--- src/rtl/mc_ctrl_unit_hs.sv ---
// Multicycle CPU control unit with a memory req/ready handshake, wait-state timeout, halt and illegal-opcode trap.
// Define MOVCOND_EN to decode movn/movz; when it is undefined, those encodings trap as illegal.
module mc_ctrl_unit_hs #(
    parameter int         ALUOP_W     = 4,
    parameter int         MEM_TIMEOUT = 15,
    parameter logic [5:0] HALT_OP     = 6'b111111
) (
    input  logic               CLK,
    input  logic               reset,
    input  logic [5:0]         op_instruction,
    input  logic [5:0]         func_instruction,
    input  logic               zero,
    input  logic               mem_ready,
    output logic               mem_req,
    output logic               mem_we,
    output logic               ir_we,
    output logic               w_pc,
    output logic               slc_ALUA,
    output logic               slc_ALUB,
    output logic [1:0]         slc_RFWriteData,
    output logic               w_RF,
    output logic [1:0]         op_ext,
    output logic [1:0]         slc_pcSrc,
    output logic [1:0]         slc_RFWriteAddr,
    output logic [ALUOP_W-1:0] op_ALU,
    output logic               halted,
    output logic               illegal,
    output logic               bus_err,
    output logic [2:0]         state_o
);

    typedef enum logic [2:0] {
        S_IF = 3'd0, S_ID = 3'd1, S_EX = 3'd2, S_MEM = 3'd3,
        S_WB = 3'd4, S_HALT = 3'd5, S_ERR = 3'd6
    } state_t;

    localparam int CNT_W = (MEM_TIMEOUT > 1) ? $clog2(MEM_TIMEOUT + 1) : 1;
    localparam logic [CNT_W-1:0] WAIT_LIMIT = (MEM_TIMEOUT > 0) ? CNT_W'(MEM_TIMEOUT - 1) : '0;

    state_t state_q, state_d;
    logic [CNT_W-1:0] wait_q, wait_d;
    logic halted_q, halted_d, illegal_q, illegal_d, bus_err_q, bus_err_d;

    logic is_r, is_add, is_sub, is_slt, is_and, is_or, is_sll, is_jr, is_movz, is_movn, is_mov;
    logic is_addi, is_ori, is_lw, is_sw, is_beq, is_j, is_jal, is_halt, legal, use_imm, timeout;
    logic [3:0] alu_code;
    logic [1:0] ext_code;

    assign is_r    = (op_instruction == 6'b000000);
    assign is_add  = is_r && (func_instruction == 6'b100000);
    assign is_sub  = is_r && (func_instruction == 6'b100010);
    assign is_slt  = is_r && (func_instruction == 6'b101010);
    assign is_and  = is_r && (func_instruction == 6'b100100);
    assign is_or   = is_r && (func_instruction == 6'b100101);
    assign is_sll  = is_r && (func_instruction == 6'b000000);
    assign is_jr   = is_r && (func_instruction == 6'b001000);
`ifdef MOVCOND_EN
    assign is_movz = is_r && (func_instruction == 6'b001010);
    assign is_movn = is_r && (func_instruction == 6'b001011);
`else
    assign is_movz = 1'b0;
    assign is_movn = 1'b0;
`endif
    assign is_mov  = is_movz || is_movn;
    assign is_addi = (op_instruction == 6'b001000);
    assign is_ori  = (op_instruction == 6'b001101);
    assign is_lw   = (op_instruction == 6'b100011);
    assign is_sw   = (op_instruction == 6'b101011);
    assign is_beq  = (op_instruction == 6'b000100);
    assign is_j    = (op_instruction == 6'b000010);
    assign is_jal  = (op_instruction == 6'b000011);
    assign is_halt = (op_instruction == HALT_OP);

    assign legal = is_add || is_sub || is_slt || is_and || is_or || is_sll || is_jr || is_mov ||
                   is_addi || is_ori || is_lw || is_sw || is_beq || is_j || is_jal;
    assign use_imm = is_addi || is_ori || is_sll || is_lw || is_sw;

    // Error fires on the MEM_TIMEOUT-th consecutive low cycle; a ready on that cycle still wins.
    assign timeout = (MEM_TIMEOUT != 0) && !mem_ready && (wait_q == WAIT_LIMIT);

    always_comb begin
        alu_code = 4'b0000;
        if (is_sub || is_beq)     alu_code = 4'b0001;
        else if (is_slt)          alu_code = 4'b0010;
        else if (is_sll)          alu_code = 4'b0100;
        else if (is_or || is_ori) alu_code = 4'b0101;
        else if (is_and)          alu_code = 4'b0110;
        else if (is_mov)          alu_code = 4'b1000;
        else if (is_jal)          alu_code = 4'b1001;

        ext_code = 2'b00;
        if (is_lw || is_sw || is_addi || is_beq) ext_code = 2'b10;
        else if (is_ori)                         ext_code = 2'b01;
    end

    always_ff @(posedge CLK or posedge reset) begin
        if (reset) begin
            state_q   <= S_IF;
            wait_q    <= '0;
            halted_q  <= 1'b0;
            illegal_q <= 1'b0;
            bus_err_q <= 1'b0;
        end else begin
            state_q   <= state_d;
            wait_q    <= wait_d;
            halted_q  <= halted_d;
            illegal_q <= illegal_d;
            bus_err_q <= bus_err_d;
        end
    end

    always_comb begin
        state_d         = state_q;
        wait_d          = '0;
        halted_d        = halted_q;
        illegal_d       = illegal_q;
        bus_err_d       = bus_err_q;
        mem_req         = 1'b0;
        mem_we          = 1'b0;
        ir_we           = 1'b0;
        w_pc            = 1'b0;
        slc_ALUA        = 1'b0;
        slc_ALUB        = 1'b0;
        slc_RFWriteData = 2'b00;
        w_RF            = 1'b0;
        op_ext          = 2'b00;
        slc_pcSrc       = 2'b00;
        slc_RFWriteAddr = 2'b00;
        op_ALU          = '0;

        if ((state_q == S_IF || state_q == S_MEM) && !mem_ready && !timeout)
            wait_d = wait_q + 1'b1;

        unique case (state_q)
            S_IF: begin
                mem_req = 1'b1;
                ir_we   = mem_ready;
                if (mem_ready) state_d = S_ID;
                else if (timeout) begin
                    state_d   = S_ERR;
                    bus_err_d = 1'b1;
                    halted_d  = 1'b1;
                end
            end
            S_ID: begin
                op_ext = ext_code;
                if (is_halt) begin
                    state_d  = S_HALT;
                    halted_d = 1'b1;
                end else if (!legal) begin
                    state_d   = S_HALT;
                    halted_d  = 1'b1;
                    illegal_d = 1'b1;
                end else state_d = S_EX;
            end
            S_EX, S_MEM: begin
                op_ext   = ext_code;
                op_ALU   = ALUOP_W'(alu_code);
                slc_ALUA = !is_jal;
                slc_ALUB = use_imm;
                if (state_q == S_EX) begin
                    if (is_j || is_jr || is_beq) begin
                        w_pc      = 1'b1;
                        slc_pcSrc = is_j ? 2'b11 : is_jr ? 2'b10 : (zero ? 2'b01 : 2'b00);
                        state_d   = S_IF;
                    end else if (is_lw || is_sw) state_d = S_MEM;
                    else state_d = S_WB;
                end else begin
                    mem_req = 1'b1;
                    mem_we  = is_sw;
                    if (mem_ready) begin
                        w_pc    = is_sw;
                        state_d = is_sw ? S_IF : S_WB;
                    end else if (timeout) begin
                        state_d   = S_ERR;
                        bus_err_d = 1'b1;
                        halted_d  = 1'b1;
                    end
                end
            end
            S_WB: begin
                w_pc            = 1'b1;
                slc_pcSrc       = is_jal ? 2'b11 : 2'b00;
                slc_RFWriteData = is_lw ? 2'b01 : (is_mov ? 2'b10 : 2'b00);
                slc_RFWriteAddr = is_jal ? 2'b00 : ((is_addi || is_ori || is_lw) ? 2'b01 :
                                                    (is_r ? 2'b10 : 2'b00));
                w_RF            = !((is_movn && zero) || (is_movz && !zero));
                state_d         = S_IF;
            end
            S_HALT, S_ERR: ;
            default: state_d = S_IF;
        endcase

        // The request must vanish the instant reset asserts, not at the next edge.
        mem_req = mem_req && !reset;
    end

    assign halted  = halted_q;
    assign illegal = illegal_q;
    assign bus_err = bus_err_q;
    assign state_o = state_q;

endmodule

--- config.mk ---
export PLATFORM = sky130hd
export DESIGN_NAME = mc_ctrl_unit_hs
export DESIGN_NICKNAME = d
export VERILOG_FILES = /design/src/rtl/mc_ctrl_unit_hs.sv
export SDC_FILE = /design/constraint.sdc
export NUM_CORES = 1
export LEC_CHECK = 0
export CAP_MARGIN = 10
export CORE_UTILIZATION = 40
export DETAILED_ROUTE_END_ITERATION = 16
export PLACE_DENSITY = 0.76
export SLEW_MARGIN = 40
export SYNTH_ARGS = -nofsm -noshare
export SYNTH_HDL_FRONTEND = slang
export SYNTH_SLANG_ARGS = --single-unit
--- constraint.sdc ---
create_clock -name CLK -period 1.6 [get_ports CLK]
set_input_delay 0.24 -clock CLK [delete_from_list [all_inputs] [get_ports CLK]]
set_output_delay 0.24 -clock CLK [all_outputs]
set_load 0.01 [all_outputs]
==> results of run 1 <==
-- cell usage after synthesis (3+ instances only) --
| master | count | area share |
|---|---|---|
| nor4b_1 | 3 | 0.023 |
| nand4_1 | 3 | 0.017 |
| o21ai_0 | 6 | 0.027 |
| nor2_1 | 24 | 0.080 |
| inv_1 | 7 | 0.023 |
| a21oi_1 | 7 | 0.031 |
| and4b_1 | 3 | 0.027 |
| xor2_1 | 3 | 0.023 |
| a31oi_1 | 3 | 0.017 |
| nor3_1 | 13 | 0.058 |
| xnor2_1 | 3 | 0.023 |
| dfrtp_1 | 10 | 0.22 |
| and3_1 | 3 | 0.017 |
| nand3_1 | 8 | 0.036 |
| clkbuf_1 | 6 | 0.020 |
| nor2b_1 | 4 | 0.022 |
| nand2_1 | 11 | 0.037 |
-- metal layers --
metal	track usage	GRT overflow
met5	0.0208	0
met4	0.708	8
met3	0.495	0
met2	0.841	10
met1	0.657	1
-- cell families after synthesis --
kind of cell	share of synthesized area
AOI/OAI and AO/OA	0.244
other	0.00333
buffers and inverters	0.0788
and+or+nand+nor	0.383
adders and majority gates	0.0222
xor gates and xnor gates	0.0466
DFF	0.222
-- through the flow --
stage / setup TNS, ps / worst slack [ps] / utilization / hold slack (ps) / cells
after floorplan: -36.6 / -36.6 / - / 80.2 / 159
after global placement: -14430 / -827 / 0.730 / 439 / 266
after detailed placement: -15340 / -863 / 0.730 / 460 / 266
after CTS: -405 / -95.1 / 0.871 / 333 / 284
-- timing repair --
item,CTS
hold buffers,0
pin swaps,34
endpoints found under the setup margin,26
cloned,0
setup buffers,17
gates resized for setup,189
==> results.cfg, run 1 <==
[status]
status = stopped before the end
stop_stage = global routing
error = [ERROR GRT-0232] Routing congestion too high. Check the congestion heatmap in the GUI.

[die]
initial_core_util = 0.439
die_x_um = 55.1
std_cell_rows = 18
die_y_um = 55.1
ios = 41

[sta]
worst-ep-kind = primary output
postGrtWorstEndpoint = w_pc

[global_route]
grt_usage = 0.665
grt_max_degree = 11
grt-ovfl-total = 19

[cts]
cts_root_buf = clkbuf_4
cts.sink_count = 10
cts_buffer_depth = 2
htreeDepth = 1
cts_buffers = 3

[synthesis]
synth_edf_count = 0
synth_nets = 177
syn_area_mm2 = 0.00113
yosys_most_used_dff = dfrtp_1
ys_types = 48
ys_ff_latch = 10
yosysSeqAreaShare = 0.222
synthArstFlopShare = 1.00
avgSynthCellArea_um2 = 7.09
synth_warnings = 0
syn-instance-count = 159

[placement]
postPlaceCellArea_mm2 = 0.00187
gp_congestion = 0.928
hpwlAfterDp_um = 3180
portBuffers = 39
==> inputs of run 2 (changes only) <==
--- a/config.mk
+++ b/config.mk
@@ -6,9 +6,10 @@
 export NUM_CORES = 1
 export LEC_CHECK = 0
 export CAP_MARGIN = 10
-export CORE_UTILIZATION = 40
+export CORE_AREA = 2 2 63 65
 export DETAILED_ROUTE_END_ITERATION = 16
-export PLACE_DENSITY = 0.76
+export DIE_AREA = 0 0 65 67
+export PLACE_DENSITY_LB_ADDON = 0.15
 export SLEW_MARGIN = 40
 export SYNTH_ARGS = -nofsm -noshare
 export SYNTH_HDL_FRONTEND = slang
==> constraint.sdc (replaced) <==
create_clock -name CLK -period 2.08 [get_ports CLK]
set_input_delay 0.312 -clock CLK [delete_from_list [all_inputs] [get_ports CLK]]
set_output_delay 0.312 -clock CLK [all_outputs]
set_load 0.01 [all_outputs]
==> run 2 against run 1 <==
Compared with the run above: the flow now finishes, with violations (negative setup slack); synthesized cell count did not move; synthesized area did not move.
==> results.cfg, run 2 <==
[synthesis]
yosys_most_used_dff = dfrtp_1
yosysSeqAreaShare = 0.222
synth_nets = 177
synth.most_common_cell = nor2_1
syn-instance-count = 159
synthArstFlopShare = 1.00
synth_warnings = 0
synth_top_area_frac = 0.222
yosys-top-cells-count = nor2_1 (24), nor3_1 (13), nand2_1 (11)
synth_area_leaders = dfrtp_1 (22%), nor2_1 (8.0%), nor3_1 (5.8%)
ys_types = 48
synth_edf_count = 0
synth_top_area_cell = dfrtp_1
ys_ff_latch = 10
avgSynthCellArea_um2 = 7.09
syn_area_mm2 = 0.00113

[die]
std_cell_rows = 22
die_x_um = 65
die_area_mm2 = 0.00436
fp.coreArea_mm2 = 0.00361
initial_core_util = 0.313
ios = 41
die_y_um = 67

[cts]
htreeDepth = 1
cts_root_buf = clkbuf_8
clk_pin_slew_worst_paths_ps = 50
hold_buffers = 0
cts_buffer_depth = 2
cts_buffers = 3
cts.sink_count = 10
clk_latency_ps = 230
cts_tree = done

[flow_run]
cap_violations = 0

[route]
routed_via_density = 5.21
postRouteAntennaNets = 0
drtPass1Iterations = 4
routedWlPerCell_um = 14.3
vias = 1490
drtIter0Drc = 49
drt_wl_total_um = 4090
drcViolationCount = 0

[global_route]
grt_max_degree = 17
antenna_found_initial = 0
grt-ovfl-total = 0
grt_usage = 0.204
grt_pass1_wl_um = 6970
busiest_layer = met2
use_met1 = 0.282
gr-usage-met2 = 0.347
grt_pass1_vias = 1507
grt_use_met3 = 0.0304

[worst_setup_path]
crit_buf_inv = 3
crit_fanout = 8
slowest_delay_ps = 320
crit_type = primary input to output pin
crit_path_start_kind = primary input
crit_chain = clkdlybuf4s15_2 > buf_4 > xnor2_1 > a32oi_1 > o32ai_1 > a31oi_1 > nor2_1 > dlygate4sd2_1
crit_path_top_delay_cell = o32ai_1
crit_arrival_ps = 1780
cp.required_ps = 1770
worstSetupEndpointType = output pin
critical_path.top_delay_family = buffers and inverters

[sta]
drv_slew = 0
hold_violations = 0
finalCritPeriodShare = 1.01
period_minus_slack_ps = 2090
timing.hold.ws_ps = 397
max_freq_ghz = 0.478
setup_tns_ps = -12.9
finClkSkew_ps = 3.04
setup_ws_ps = -12.9
setup_viol = 1
rsz0062_at_grt = true

[power]
ir_drop_mv = 0.382
power_leakage_nw = 0.927
power.density_mw_per_mm2 = 328

[cells_and_area]
stdcell_area_mm2 = 0.00199
drive_above_1_share = 0.340
area_growth_pct = 76.8
largest_register_ffs = 4
layout.nets = 258
layout_commonest_cell = buf_4
layout_common_cells = buf_4 (47), nor2_1 (21), dlygate4sd2_1 (16)
insertedDiodeCount = 0
top_register = wait_q

[status]
status = finished with violations
violations = negative setup slack

[hold_path]
hold_path_class = primary input to asynchronous set/reset pin

[placement]
hpwlAfterDp_um = 3140
portBuffers = 39
gp_congestion = 0.822
postPlaceCellArea_mm2 = 0.00183
==> run 2: cell counts after synthesis <==
Identical to the previous run, type by type.
==> run 2: layout make-up <==
class	count	area (µm²)
sequential	10	251
timing repair buffer	88	733
inverter	7	26.3
fill	363	1610
tap	48	60.1
multi-input combinational	130	881
clock buffer	3	41.3
==> run 2: path summary, 6_finish.rpt <==
check | to | slack [ps] | from | cells after the start
max | op_ALU[0] | -10 | op_instruction[3] | 8
min | bus_err | 400 | reset | 2
max reg2reg | state_o[1] | 350 | wait_q[0] | 7
min reg2reg | bus_err | 460 | bus_err | 1
max in group asynchronous | state_o[1] | 1370 | reset | 2
min in group CLK | bus_err | 460 | bus_err | 1
==> run 2: cells by family after synthesis <==
| kind of cell | after synthesis | synth area share |
|---|---|---|
| AND/OR/NAND/NOR | 82 | 0.383 |
| adder cells (fa/ha/maj) | 2 | 0.0222 |
| XOR/XNOR | 6 | 0.0466 |
| AO/OA/AOI/OAI | 39 | 0.244 |
| other | 1 | 0.00333 |
| buffers and inverters | 19 | 0.0788 |
| flip-flops | 10 | 0.222 |
==> run 2: routing by layer <==
metal / wire length (µm) / vias to the layer above
li1: - / 737
met1: 1970 / 724
met2: 2000 / 29
met3: 114 / 0
met4: 0 / 0
met5: 0 / -
==> run 2: where the power goes <==
part | leakage (nW) | switching [mW] | total, mW | internal (mW)
combinational | 0.783 | 0.106 | 0.228 | 0.123
sequential | 0.122 | 0.0118 | 0.226 | 0.214
clock | 0.0216 | 0.0732 | 0.200 | 0.127
total | 0.927 | 0.191 | 0.654 | 0.463
==> run 2: worst register-to-register path, cell delays in order (launching register included) <==
cell and delay [ps]:
dfrtp_1 400, inv_1 80, ha_1 130, and4b_1 290, nand2_1 90, or2_0 200, a311oi_1 330, a211o_1 150
==> run 2: timing repair <==
action                                  4_1_cts  5_1_grt
pin swaps                                     9        2
endpoints found under the setup margin       15       15
cloned                                        0        0
buffers inserted                              6        1
gates resized for setup                      57       15
==> run 2: stage by stage <==
| step | util | power [mW] | cells | worst slack, ps |
|---|---|---|---|---|
| after global routing | 0.553 | 0.693 | 286 | -112 |
| final | 0.553 | 0.654 | 286 | -12.9 |
| after detailed placement | 0.508 | 0.441 | 276 | -606 |
| after CTS | 0.544 | 0.654 | 285 | -3.28 |
| after floorplan | - | 0.312 | 159 | 355 |
| after global placement | 0.508 | 0.438 | 276 | -559 |
Note: power is estimated with default switching activity, not from simulation.
==> variant: new RTL, config.mk and constraints of run 2 <==
`ALUOP_W`: 4 -> 5.
--- a/src/rtl/mc_ctrl_unit_hs.sv
+++ b/src/rtl/mc_ctrl_unit_hs.sv
@@ -2,5 +2,5 @@
 // Define MOVCOND_EN to decode movn/movz; when it is undefined, those encodings trap as illegal.
 module mc_ctrl_unit_hs #(
-    parameter int         ALUOP_W     = 4,
+    parameter int         ALUOP_W     = 5,
     parameter int         MEM_TIMEOUT = 15,
     parameter logic [5:0] HALT_OP     = 6'b111111
Interface: changed (resized op_ALU); port bits go from 41 to 42. No check against the original RTL was run, so the function may have changed too.
==> variant against run 2 <==
- final area increased by 1.0%
- cell count increased by 0.35%
- routed wire length decreased by 5.9%
- synthesized cell count increased by 0.63%
- core utilization increased by 0.56 points
- total power increased by 5.6%
- sequential cell count unchanged
- area after synthesis increased by 0.67%
- worst setup slack improved by 0.033 ns
- critical path type unchanged
- largest cell class unchanged
==> variant: results (changes against run 2) <==
** Power
- The static leakage came to 0.000936 uW (+1.0%).
- The maximum resistive drop on vdd is 0.375 mV (-1.8%).

** Synthesis
- Sequential element share of the synthesized area :: 22.1% (-0.15 points)
- The post-synthesis adder-cell area fraction came to 2.21% (-0.015 points).
- After synthesis, the cell types taking the most area are sky130_fd_sc_hd__dfrtp_1, sky130_fd_sc_hd__nor2_1, sky130_fd_sc_hd__nor3_1.
- Area fraction in compound gates after synthesis :: 24.3% (-0.16 points)
- The post-synthesis xor/xnor area fraction is 4.63% (-0.031 points).

** Drt
- The wire length the detailed router placed on met1 came to 1710 um (-13%).
- Met2 routed WL :: 1900 um (-5.2%)
- Drt via density :: 5.19 (-0.42%)
- The first-pass detailed-route iteration total is 4 (unchanged).
- The met3 wirelength from detailed routing was 235 um (+110%).
- The post-detailed-route wirelength per cell came to 13.4 um (-6.2%).
- Initial DRC count :: 80 (+63%)

** Hold path
- Hold WC Path Type :: input pin to async pin

** GRT
- Maximum number of pins on one net before global-route repair :: 15 (-2)
- The total global routing overflow was 0 (unchanged).
- Via count of the first global-routing pass :: 1436 (-4.7%)
- The aggregate global-route resource usage is 18.5% (-1.9 points).
- First-pass GRT wire length :: 6250 um (-10%)

** Status
- Status :: finished, final reports clean

** Clock tree
- Root Buffer Master :: sky130_fd_sc_hd__clkbuf_8
- Maximum buffer depth of the clock tree :: 2 (unchanged)

** Placement
- The detailed placer's ending HPWL is 3080 um (-2.0%).
- Final RePlAce weighted congestion :: 0.808 (-1.7%)
- Worst slack, placed :: -0.580 ns (+0.0263 ns)
- Instance area after placement :: 1850 um2 (+1.0%)

** Timing
- Fin Clk Skew :: 0.00225 ns (-0.000794 ns)

** Finish
- Share of layout cells above drive strength 1 :: 31.0% (-3.1 points)

** Critical path
- The critical path data arrival time came to 1.75 ns (-0.03 ns).
-- variant: changes by cell type in the layout (fill, tap and decap cells not counted), moves of 3 or more --
cell                              delta
sky130_fd_sc_hd__clkdlybuf4s15_2     -3
sky130_fd_sc_hd__dlygate4sd2_1       +3
sky130_fd_sc_hd__clkbuf_2            -3
sky130_fd_sc_hd__clkdlybuf4s15_1     +3
-- variant: logic make-up after synthesis --
| group | Yosys count |
|---|---|
| AND/OR/NAND/NOR | 82 |
| AO/OA/AOI/OAI | 39 |
| buffers and inverters | 20 |
| flip-flops | 10 |
| XOR/XNOR | 6 |
| adder cells (fa/ha/maj) | 2 |
| other | 1 |
-- variant: metal layers --
| layer | global-route usage (%) | vias up |
|---|---|---|
| li1 | - | 743 |
| met1 | 23.7 | 697 |
| met2 | 33.0 | 49 |
| met3 | 4.05 | 0 |
| met4 | 1.33 | 0 |
| met5 | 0 | - |
-- variant: critical path, cell delays in order --
cell and delay [ns]:
sky130_fd_sc_hd__dlygate4sd2_1 0.27, sky130_fd_sc_hd__buf_4 0.18, sky130_fd_sc_hd__nor2_1 0.17, sky130_fd_sc_hd__nand4_1 0.18
sky130_fd_sc_hd__and4b_1 0.25, sky130_fd_sc_hd__o21a_1 0.16, sky130_fd_sc_hd__clkdlybuf4s15_1 0.22
-- variant: final cells by class --
cell class              count  share of cell area [%]
well taps                  48                    2.98
clock buffers               4                    2.73
flip-flops and latches     10                    12.5
multi-input cells         131                    43.8
inverters                   7                    1.31
repair buffers             87                    36.7
-- variant: report_power, final --
group / leakage [uW] / total, uW / internal, uW / switching, uW
logic: 0.000786 / 224 / 121 / 103
registers: 0.000122 / 226 / 214 / 12.2
clock network: 0.0000288 / 241 / 166 / 74.6
total: 0.000936 / 691 / 501 / 190
-- variant: worst paths after layout --
| kind | end | depth (start not counted) | slack [ns] | start |
|---|---|---|---|---|
| hold reg to reg | bus_err | 1 | 0.47 | bus_err |
| setup reg to reg | state_o[1] | 7 | 0.34 | wait_q[0] |
| hold / removal | state_o[0] | 2 | 0.39 | reset |
| setup / recovery | op_ALU[1] | 7 | 0.02 | op_instruction[4] |
| max in group asynchronous | state_o[1] | 2 | 1.39 | reset |
| min in group CLK | bus_err | 1 | 0.47 | bus_err |
-- variant: metrics by stage --
stage / setup TNS [ns] / total power, uW / utilization (%) / cells
2_1_floorplan: 0 / 314 / - / 161
4_1_cts: 0 / 693 / 54.9 / 287
3_3_place_gp: -6.48 / 441 / 51.3 / 279
3_5_place_dp: -6.71 / 443 / 51.3 / 279
5_1_grt: -0.433 / 741 / 55.8 / 287
6_report: 0 / 691 / 55.8 / 287
-- variant: repair_timing --
item                                    in CTS  in global routing
resized for setup                           49                 15
buffers inserted                             4                  0
pin swaps                                    8                  1
endpoints found under the setup margin      16                 13
gates cloned                                 0                  0
